[config.mk]
export PLATFORM = sky130hd
export DESIGN_NAME = nn_sample_loader_flat
export DESIGN_NICKNAME = d
export VERILOG_FILES = /design/src/rtl/nn_sample_loader_if.sv /design/src/rtl/nn_sample_loader.sv /design/src/flat_wrapper.sv
export SDC_FILE = /design/constraint.sdc
export NUM_CORES = 1
export LEC_CHECK = 0
export ABC_CLOCK_PERIOD_IN_PS = 4720
export CAP_MARGIN = 20
export CORE_AREA = 2 2 208 210
export DETAILED_ROUTE_END_ITERATION = 6
export DIE_AREA = 0 0 210 212
export PLACE_DENSITY = 0.87
export SLEW_MARGIN = 30
export SYNTH_ARGS = -nofsm -noshare
export SYNTH_HDL_FRONTEND = slang
export SYNTH_SLANG_ARGS = --single-unit
[constraint.sdc]
create_clock -name clk -period 4.72 [get_ports clk]
set_input_delay 0.472 -clock clk [delete_from_list [all_inputs] [get_ports clk]]
set_output_delay 0.472 -clock clk [all_outputs]
set_load 0.05 [all_outputs]
[src/rtl/nn_sample_loader_if.sv]
// Handshake and data bundle between the host/UART side, the loader and the classifier core.
// The master modport is the host/core side; the slave modport is the loader.
interface nn_sample_loader_if #(
  parameter int unsigned DATA_BYTES = 62
);
  logic [7:0]              s_data;
  logic                    s_valid;
  logic                    s_ready;
  logic [8*DATA_BYTES-1:0] reshaped_test_data;
  logic                    nn_start;
  logic [7:0]              nn_label;
  logic [7:0]              label_out;
  logic                    label_valid;
  logic                    label_ready;
  logic                    busy;

  modport master (
    output s_data, s_valid, nn_label, label_ready,
    input  s_ready, reshaped_test_data, nn_start, label_out, label_valid, busy
  );

  modport slave (
    input  s_data, s_valid, nn_label, label_ready,
    output s_ready, reshaped_test_data, nn_start, label_out, label_valid, busy
  );
endinterface

[src/rtl/nn_sample_loader.sv]
// Byte-serial sample loader for the classifier core: assembles DATA_BYTES bytes into one flat
// vector (first byte in the LSBs), pulses nn_start, waits NN_LATENCY cycles, captures the label
// and hands it back over a valid/ready handshake.
module nn_sample_loader #(
  parameter int unsigned DATA_BYTES = 62,
  parameter int unsigned NN_LATENCY = 1200
) (
  input  logic               clk,
  input  logic               rst,
  nn_sample_loader_if.slave  bus
);

  localparam int unsigned CntW  = (DATA_BYTES > 1) ? $clog2(DATA_BYTES) : 1;
  localparam int unsigned VecW  = 8 * DATA_BYTES;

  typedef logic [CntW-1:0] cnt_t;

  localparam cnt_t        LastByte = cnt_t'(DATA_BYTES - 1);
  localparam logic [15:0] LatLast  = 16'(NN_LATENCY - 1);

  typedef enum logic [1:0] {StLoad, StStart, StWait, StResult} state_e;

  state_e            state_q, state_d;
  cnt_t              byte_cnt_q, byte_cnt_d;
  logic [15:0]       lat_cnt_q, lat_cnt_d;
  logic [VecW-1:0]   data_q, data_d;
  logic [7:0]        label_q, label_d;
  logic              nn_start_q, nn_start_d;
  logic              label_valid_q, label_valid_d;
  logic              init_q;
  logic              s_ready;

  // s_ready is held low while in reset and rises on the first edge after release.
  assign s_ready = init_q && (state_q == StLoad);

  // Next-state, counter and datapath update.
  always_comb begin
    state_d    = state_q;
    byte_cnt_d = byte_cnt_q;
    lat_cnt_d  = lat_cnt_q;
    data_d     = data_q;
    label_d    = label_q;
    unique case (state_q)
      StLoad: begin
        if (bus.s_valid && s_ready) begin
          for (int unsigned i = 0; i < DATA_BYTES; i++) begin
            if (byte_cnt_q == cnt_t'(i)) data_d[8*i +: 8] = bus.s_data;
          end
          if (byte_cnt_q == LastByte) begin
            byte_cnt_d = '0;
            state_d    = StStart;
          end else begin
            byte_cnt_d = byte_cnt_q + cnt_t'(1);
          end
        end
      end
      StStart: begin
        lat_cnt_d = '0;
        state_d   = StWait;
      end
      StWait: begin
        lat_cnt_d = lat_cnt_q + 16'd1;
        if (lat_cnt_q == LatLast) begin
          label_d = bus.nn_label;
          state_d = StResult;
        end
      end
      StResult: begin
        if (label_valid_q && bus.label_ready) state_d = StLoad;
      end
      default: state_d = StLoad;
    endcase
    // Registered strobes track the state being entered, so they are high exactly while there.
    nn_start_d    = (state_d == StStart);
    label_valid_d = (state_d == StResult);
  end

  // State and datapath registers with asynchronous active-low reset.
  always_ff @(posedge clk or negedge rst) begin
    if (!rst) begin
      state_q       <= StLoad;
      byte_cnt_q    <= '0;
      lat_cnt_q     <= '0;
      data_q        <= '0;
      label_q       <= '0;
      nn_start_q    <= 1'b0;
      label_valid_q <= 1'b0;
      init_q        <= 1'b0;
    end else begin
      state_q       <= state_d;
      byte_cnt_q    <= byte_cnt_d;
      lat_cnt_q     <= lat_cnt_d;
      data_q        <= data_d;
      label_q       <= label_d;
      nn_start_q    <= nn_start_d;
      label_valid_q <= label_valid_d;
      init_q        <= 1'b1;
    end
  end

  // Output drive: handshake and busy decode from state only.
  always_comb begin
    bus.s_ready            = s_ready;
    bus.busy               = (state_q != StLoad);
    bus.reshaped_test_data = data_q;
    bus.nn_start           = nn_start_q;
    bus.label_out          = label_q;
    bus.label_valid        = label_valid_q;
  end

endmodule

[src/flat_wrapper.sv]
// flat-port wrapper written by rule: the top's interface ports become plain ports
module nn_sample_loader_flat 
#(
  parameter int unsigned DATA_BYTES = 62,
  parameter int unsigned NN_LATENCY = 1200
)
  (clk, rst, bus_s_data, bus_s_valid, bus_nn_label, bus_label_ready, bus_s_ready, bus_reshaped_test_data, bus_nn_start, bus_label_out, bus_label_valid, bus_busy);
  nn_sample_loader_if #(.DATA_BYTES(DATA_BYTES)) bus_i ();
  input  logic clk;
  input  logic rst;
  input wire logic [$bits(bus_i.s_data)-1:0] bus_s_data;
  input wire logic [$bits(bus_i.s_valid)-1:0] bus_s_valid;
  input wire logic [$bits(bus_i.nn_label)-1:0] bus_nn_label;
  input wire logic [$bits(bus_i.label_ready)-1:0] bus_label_ready;
  output wire logic [$bits(bus_i.s_ready)-1:0] bus_s_ready;
  output wire logic [$bits(bus_i.reshaped_test_data)-1:0] bus_reshaped_test_data;
  output wire logic [$bits(bus_i.nn_start)-1:0] bus_nn_start;
  output wire logic [$bits(bus_i.label_out)-1:0] bus_label_out;
  output wire logic [$bits(bus_i.label_valid)-1:0] bus_label_valid;
  output wire logic [$bits(bus_i.busy)-1:0] bus_busy;
  assign bus_i.s_data = bus_s_data;
  assign bus_i.s_valid = bus_s_valid;
  assign bus_i.nn_label = bus_nn_label;
  assign bus_i.label_ready = bus_label_ready;
  assign bus_s_ready = bus_i.s_ready;
  assign bus_reshaped_test_data = bus_i.reshaped_test_data;
  assign bus_nn_start = bus_i.nn_start;
  assign bus_label_out = bus_i.label_out;
  assign bus_label_valid = bus_i.label_valid;
  assign bus_busy = bus_i.busy;
  nn_sample_loader #(.DATA_BYTES(DATA_BYTES), .NN_LATENCY(NN_LATENCY)) u_core (.clk(clk), .rst(rst), .bus(bus_i));
endmodule
==> results of run 1 <==
-- kinds of logic after synthesis --
| kind of cell | Yosys count |
|---|---|
| flip-flops | 531 |
| AND/OR/NAND/NOR | 158 |
| multiplexers | 505 |
| adder cells (fa/ha/maj) | 10 |
| buffers and inverters | 81 |
| XOR/XNOR | 7 |
| other | 1 |
| AO/OA/AOI/OAI | 29 |
-- stage by stage --
stage	power [mW]	worst slack (ns)	hold WS, ns	instance area [um2]	cells
global placement	4.845	1.500	0.4678	26670	2335
CTS	9.199	1.728	0.4623	28500	2434
finish	9.117	1.710	0.4873	28510	2434
global route	9.397	1.590	0.5020	28510	2434
floorplan	4.681	2.585	0.1764	20890	1322
detailed placement	4.849	1.661	0.4737	26670	2335
-- report_power, final --
group	switching, mW	internal, mW
sequential	0.000356	4.55
clock	1.77	2.58
combinational	0.183	0.0252
-- final cells by class --
class,instances,share of cell area
Multi-Input combinational cell,710,0.2552
Sequential cell,531,0.4661
Inverter,9,0.001185
Tap cell,546,0.02396
Timing Repair Buffer,540,0.1897
Clock inverter,22,0.008953
Clock buffer,76,0.05490
-- state kept, by name (all words and copies together), names as in the netlist --
register and flops:
u_core.lat_cnt_q 16, u_core.state_q 2, u_core.bus.reshaped_test_data 496, u_core.byte_cnt_q 6
u_core.init_q 1, u_core.bus.nn_start 1, u_core.bus.label_out 8, u_core.bus.label_valid 1
-- synthesized netlist by cell type, drive strengths merged (4+ instances only) --
| cell | count | area share |
|---|---|---|
| nor2b | 4 | 0.0012 |
| or3 | 5 | 0.0015 |
| clkbuf | 56 | 0.010 |
| and2 | 4 | 0.0012 |
| ha | 10 | 0.0060 |
| nor2 | 42 | 0.022 |
| nand4 | 12 | 0.0042 |
| and3 | 5 | 0.0015 |
| nand2 | 35 | 0.0072 |
| nand3 | 31 | 0.011 |
| mux2 | 504 | 0.27 |
| o21ai | 13 | 0.0031 |
| dfrtp | 531 | 0.64 |
| xor2 | 7 | 0.0029 |
| buf | 16 | 0.0053 |
| inv | 9 | 0.0016 |
| a21oi | 6 | 0.0014 |
-- final timing paths --
path	end	cells after the start	from	slack [ns]
worst max register to register	u_core.bus.reshaped_test_data[22]$_DFFE_PN0P_	7	u_core.state_q[0]$_DFF_PN0_	1.71
worst min register to register	u_core.bus.reshaped_test_data[466]$_DFFE_PN0P_	1	u_core.bus.reshaped_test_data[466]$_DFFE_PN0P_	0.49
worst min-delay path	u_core.bus.reshaped_test_data[466]$_DFFE_PN0P_	1	u_core.bus.reshaped_test_data[466]$_DFFE_PN0P_	0.49
min in group asynchronous	u_core.bus.reshaped_test_data[67]$_DFFE_PN0P_	2	rst	0.52
max in group asynchronous	u_core.bus.reshaped_test_data[179]$_DFFE_PN0P_	3	rst	3.04
worst max-delay path	u_core.bus.reshaped_test_data[22]$_DFFE_PN0P_	7	u_core.state_q[0]$_DFF_PN0_	1.71
-- routing by layer --
metal  vias to the layer above  track usage  routed length [um]
li1                       5741            -                   -
met5                         -            0                   0
met3                       131      0.05140                3132
met2                       466       0.4705               31040
met1                      7136       0.3395               24510
met4                         0       0.1196                2353
-- timing repair --
action	4_1_cts	5_1_grt
setup endpoints to repair	0	0
hold buffers	1	0
setup buffers	0	0
hold endpoints to repair	82	0
==> results.txt, run 1 <==
* Total clock buffers created by CTS: 53
* Leading cell type in the layout, fill and taps excluded: sky130_fd_sc_hd__dfrtp_1
- Sequential share of the synthesized area: 0.6360
- Area growth, synth to finish: 36.46%
- Clock latency on the worst-skew pair, taken at its later pin, is 0.59 ns.
* Count of buffers from port buffering: 527
- The worst-case IR drop observed on VDD is 0.3647 mV.
- The post-synthesis compound-gate area fraction was 0.008325.
- Peak per-stage delay on the critical path: 0.72 ns
- Routed WL: 61.03 mm
- Crit. End Element: register
- CTS root buf: sky130_fd_sc_hd__clkbuf_16
- Cell chain of the critical path: inv_1 > ha_1 > nand3_2 > or3_2 > buf_4 > nor2_4 > mux2_2
- Fraction of the core area covered by cells at the end of the flow: 0.6707
- The synthesized design contains 0 enable-type register cells.
- After floorplanning, the core was divided into 76 placement rows.
- Iteration-0 DRC count of the detailed router: 844
- The number of nets in the synthesized netlist is 1,352.
* Clock Sinks: 531
- Hold violation total from the final report: 0
* Combinational family with the most area after synthesis: multiplexers
- After clock tree synthesis, the clock-pin slew on the worst setup and hold paths is 0.06 ns.
* Area share of and/or/nand/nor cells after synthesis: 0.05744
- The first global-routing pass estimated 91.59 mm of wire.
* Register bit total from synthesis: 531
* Final count of pins violating max slew: 0
- GRT overflow: 0
* Unrepaired setup endpoints after global routing: no
* Via count of the first global-routing pass: 14.74k
- The initial antenna violation count was 0.
- STA classifies the critical path startpoint as a register.
- Final weighted congestion of routability-driven global placement: 0.8078
- Summed over all failing endpoints, the final setup total negative slack is 0 ns.
* Share of the clock period used by the worst path after layout: 0.6376
- H-Tree Level Count: 2
* Maximum clock skew at final layout: 0.01825 ns
* Share of synthesized cell area in full adder, half adder and majority cells: 0.005989
* Area of combinational cells with multiple inputs: 7274 um2
- Ratio of cells with drive above 1 in the final layout: 0.3416
- FFs w/ async S/R, synth: 1.000
* Mean instance size in the synthesized netlist: 15.80 um2
* Initial Utilization: 0.4915
- For this block, the via count after detailed routing is 13.47k.
- CTS tree: done
- Pwr Density: 319.8 nW/um2
* Leading cell types in the layout, fill and taps excluded: 530 x sky130_fd_sc_hd__dfrtp_1, 518 x sky130_fd_sc_hd__clkdlybuf4s50_1, 472 x sky130_fd_sc_hd__mux2_2, 55 x sky130_fd_sc_hd__clkbuf_16, 32 x sky130_fd_sc_hd__mux2_1
- After detailed routing, the average wire length per cell comes to 25.07 um.
- Required time of the critical path: 5.17 ns
* Overall fraction of global-route tracks in use: 0.2734
- The repair_antennas step left the layout with diodes totalling 0.
* Vias per cell: 5.536
- Die area: 44,520 um2
* Slowest-stage cell, CP: sky130_fd_sc_hd__or3_2
- In this run the worst path has a maximum fanout of 11.
* Relative max-transition margin: 0.3572
* Pin slew with the least headroom to its limit: 0.9642 ns
- For this run, the post-layout net count is 1,875.
* Horizontal extent of the die: 210 um
* Worst setup path class: register to register
- I/O pin total: 528
* Sequential cell area: 13,290 um2
- Critical path data arrival time: 3.46 ns
- The portion of synthesized area spent on multiplexers is 0.2721.
- Buffers plus inverters on the worst setup path: 2
- The region available for standard cell placement spans 42,510 um2.
- Height of the chip: 212 um
* Number of search-and-repair iterations in the first detailed-routing pass: 7
* Status: complete, no violations
- In the synthesized netlist the dominant register cell turns out to be sky130_fd_sc_hd__dfrtp_1.
- Max cap viols: 0
- Highest Clock Rate: 0.3323 GHz
- Number of buffers between clock root and the deepest sink: 3
* Cell count after synthesis: 1,322
* Synth cell types: 47
* P_leak: 13.87 nW
- After clock tree synthesis, the repair step resized 0 gates.
- Clock period minus worst slack: 3.010 ns
* HP Class: register to register
- Setup violations remaining at the end of the flow were counted as 0.
- In the routed design, unresolved DRC markers number 0.
- Category of cells accounting for the largest share of critical-path delay: simple AND/OR/NAND/NOR gates
* FILL cells: 2,833
* Total standard cell area after synthesis: 20,890 um2
- Number of synthesis warnings: 0
- The wire-length estimate of the detail-placed layout is 39.56 mm.
- Entering global routing, the biggest net connects 123 pins.
- Post-detailed-route count of antenna-violating nets: 0
- XOR/XNOR share of the synthesized area: 0.002935
(Power assumes the default switching activity.)
==> inputs of run 2 (changes only) <==
- ABC_CLOCK_PERIOD_IN_PS: 4720 -> 2950
- CORE_AREA: 2 2 208 210 -> 2 2 210 212
- DIE_AREA: 0 0 210 212 -> 0 0 212 214
- PLACE_DENSITY: 0.87 -> 0.86
- clock period: 4.72 -> 2.95 ns (I/O delays scaled with it)
==> run 2 against run 1 <==
Against the previous run:
- first-iteration DRC count down 14%
- register-to-register slack got worse by 1.2 ns
- worst setup slack worse by 1.4 ns
- sequential power rose by 60%
- clock skew down 0.0066 ns
- worst hold slack got worse by 0.21 ns
- cell area is 1.5% higher
- critical path type is now register to output port
- critical endpoint is now bus_s_ready
==> results.txt, run 2 (synthesized netlist as in run 1, its figures left out) <==
* Relative max-transition margin: 0.3743 (+0.01708)
* CTS tree: done
- The initial antenna violation count came to 1 (+1).
* Area of combinational cells with multiple inputs: 7266 um2 (-0.12%)
- The number of slew-limit violations in the final report came to 0 (unchanged).
- The worst setup path is launched from a register.
* Required time of the critical path: 2.65 ns (-2.52 ns)
* Highest Clock Rate: 0.3771 GHz
* Status: complete, no violations
* Area growth, synth to finish: 38.56%
* Floorplan row count: 76 (unchanged)
* HP Class: primary input to async pin
* Sequential cell area: 13,290 um2 (about the same)
* Category of cells accounting for the largest share of critical-path delay: buffers and inverters
- The number of nets in the layout came to 1,902 (+1.4%).
- Pwr Density: 518.9 nW/um2 (+62%)
* Total Power: 15.02 mW (+65%)
- Total negative slack: 0 ns (unchanged)
* Number of inserted diodes: 0 (unchanged)
- Fraction of the core area covered by cells at the end of the flow: 0.6750 (+0.004292)
- Setup repair after global routing left no endpoint under its margin.
* Critical path data arrival time: 2.36 ns (-1.10 ns)
- I/O pin total: 528 (unchanged)
- The final routed wire length divided by cell count is 24.62 um (-1.8%).
* Initial Utilization: 0.4871 (-0.004359)
- Final weighted congestion of routability-driven global placement: 0.8110 (+0.40%)
- Worst setup path class: register to output port
- Routed WL: 61.46 mm (+0.70%)
- Post-route cell area: 28,950 um2 (+1.5%)
- The die outline width is 212 um (+0.95%).
- Core ar.: 42,890 um2 (+0.89%)
- The total number of H-tree levels was 2 (unchanged).
* Post-detailed-route count of antenna-violating nets: 0 (unchanged)
- The total global routing overflow was 0 (unchanged).
* Slowest-stage cell, CP: sky130_fd_sc_hd__clkdlybuf4s50_1
- The vias per cell is 5.419 (-2.1%).
- The highest ir drop seen on vdd was 0.4939 mV (+35%).
* Clock Sinks: 531 (unchanged)
- The number of max-cap violations is 0 (unchanged).
- Via count of the first global-routing pass: 14.70k (-0.26%)
- FILL cells: 2,810 (-0.81%)
* Share of the clock period used by the worst path after layout: 0.8990
- Gates resized, CTS repair: 0 (unchanged)
- CTS placed an instance of sky130_fd_sc_hd__clkbuf_16 at the clock tree root.
- The slack of the critical path came to 0.2979 ns (-1.413 ns).
* Cell chain of the critical path: inv_1 > ha_1 > and2_1 > clkdlybuf4s50_1
- Via count: 13.53k (+0.39%)
- The total of buffers placed on input and output ports is 527 (unchanged).
- Height of the chip: 214 um (+0.94%)
- The fraction of final layout cells sized beyond drive strength 1 came to 0.3506 (+0.008970).
* Die area: 45,370 um2 (+1.9%)
- The instance area after placement came to 26,990 um2 (+1.2%).
- Number of buffers between clock root and the deepest sink: 3 (unchanged)
* Leading cell type in the layout, fill and taps excluded: sky130_fd_sc_hd__dfrtp_1
* Estimated wirelength of the detail-placed design: 41.60 mm (+5.2%)
- Global-route wire length before repair: 93.03 mm (+1.6%)
* Worst setup timing slack at the placement stage: 0.4724 ns (-1.189 ns)
- Leading cell types in the layout, fill and taps excluded: 531 x sky130_fd_sc_hd__dfrtp_1, 518 x sky130_fd_sc_hd__clkdlybuf4s50_1, 472 x sky130_fd_sc_hd__mux2_2, 57 x sky130_fd_sc_hd__clkbuf_16, 32 x sky130_fd_sc_hd__mux2_1
- Count of final setup violators: 0 (unchanged)
* P_leak: 14.08 nW (+1.5%)
- Buffers plus inverters on the worst setup path: 2 (unchanged)
- The maximum number of pins on one net before global-route repair was 85 (-31%).
* Number of flip-flops in the largest register: 496 (unchanged)
- Hold violation total from the final report: 0 (unchanged)
- CP max FO: 4 (-7)
- Maximum clock skew at final layout: 0.01170 ns (-0.006554 ns)
* Overall fraction of global-route tracks in use: 0.2723 (-0.001177)
- Pin slew with the least headroom to its limit: 0.9386 ns (-0.02561 ns)
- Counting I/O delays and the setup requirement, the final critical path takes 2.652 ns.
- The delay of the slowest cell on the worst path was 0.86 ns (+0.14 ns).
- The remaining design rule violation count is 0 (unchanged).
* Total clock buffers created by CTS: 54 (+1.9%)
* Number of search-and-repair iterations in the first detailed-routing pass: 5 (-2)
- The insertion delay to the later sink of the worst-skew pair came to 0.59 ns (about the same).
- The worst setup path is captured at an output port.
* Clock-pin slew on the worst setup and hold paths: 0.06 ns (about the same)
* Iteration-0 DRC count of the detailed router: 726 (-14%)
[run 2: cell count changes in the layout (fill, tap and decap cells not counted), sizes merged]
cell,before,now
clkinvlp,2,0
clkinv,12,7
bufinv,5,7
inv,12,9
buf,21,47
clkbuf,76,81
[run 2: cell type report]
cell class,instances,share of cell area
clock buffers,81,0.05861
flip-flops and latches,531,0.4590
repair buffers,566,0.1963
clock inverters,14,0.008601
inverters,9,0.001167
multi-input cells,710,0.2510
well taps,585,0.02529
[run 2: what timing repair did]
item,CTS,global route
setup endpoints to repair,0,0
hold endpoints to repair,73,0
setup buffers,0,0
hold buffers,1,0
[run 2: path summary, 6_finish.rpt]
check,startpoint,to,slack [ns],cells past startpoint
worst min register to register,u_core.bus.reshaped_test_data[470]$_DFFE_PN0P_,u_core.bus.reshaped_test_data[470]$_DFFE_PN0P_,0.49,1
min in group clk,bus_nn_label[3],u_core.bus.label_out[3]$_DFFE_PN0P_,0.32,2
max in group asynchronous,rst,u_core.bus.reshaped_test_data[153]$_DFFE_PN0P_,1.58,4
worst max register to register,u_core.state_q[0]$_DFF_PN0_,u_core.bus.reshaped_test_data[43]$_DFFE_PN0P_,0.48,7
worst max-delay path,u_core.state_q[0]$_DFF_PN0_,bus_s_ready,0.30,4
worst min-delay path,rst,u_core.bus.label_out[5]$_DFFE_PN0P_,0.28,2
[run 2: routing by layer]
layer / track usage / share of wire / vias to the layer above
li1: - / - / 5774
met1: 0.3334 / 0.39 / 7094
met2: 0.4554 / 0.50 / 499
met3: 0.05938 / 0.065 / 159
met4: 0.1352 / 0.046 / 0
met5: 0 / 0 / -
[run 2: report_power, final]
part / switching [mW] / leakage [nW] / internal (mW) / total (mW)
clock network: 2.83 / 0.965 / 4.55 / 7.38
registers: 0.000510 / 7.40 / 7.28 / 7.28
logic: 0.299 / 5.72 / 0.0624 / 0.362
[run 2: stage by stage]
step                hold WS [ns]  cells
floorplan             -0.0005911   1322
global placement          0.3476   2400
detailed placement        0.3537   2400
CTS                       0.2848   2496
global route              0.3119   2496
finish                    0.2805   2496
[run 2: worst reg2reg max path, cell delays in order (launching register included)]
cell and delay, ns:
sky130_fd_sc_hd__dfrtp_1 0.41, sky130_fd_sc_hd__inv_1 0.13, sky130_fd_sc_hd__ha_1 0.22, sky130_fd_sc_hd__nand3_2 0.18, sky130_fd_sc_hd__or3_2 0.48, sky130_fd_sc_hd__buf_12 0.22, sky130_fd_sc_hd__nor2_4 0.30, sky130_fd_sc_hd__mux2_2 0.39
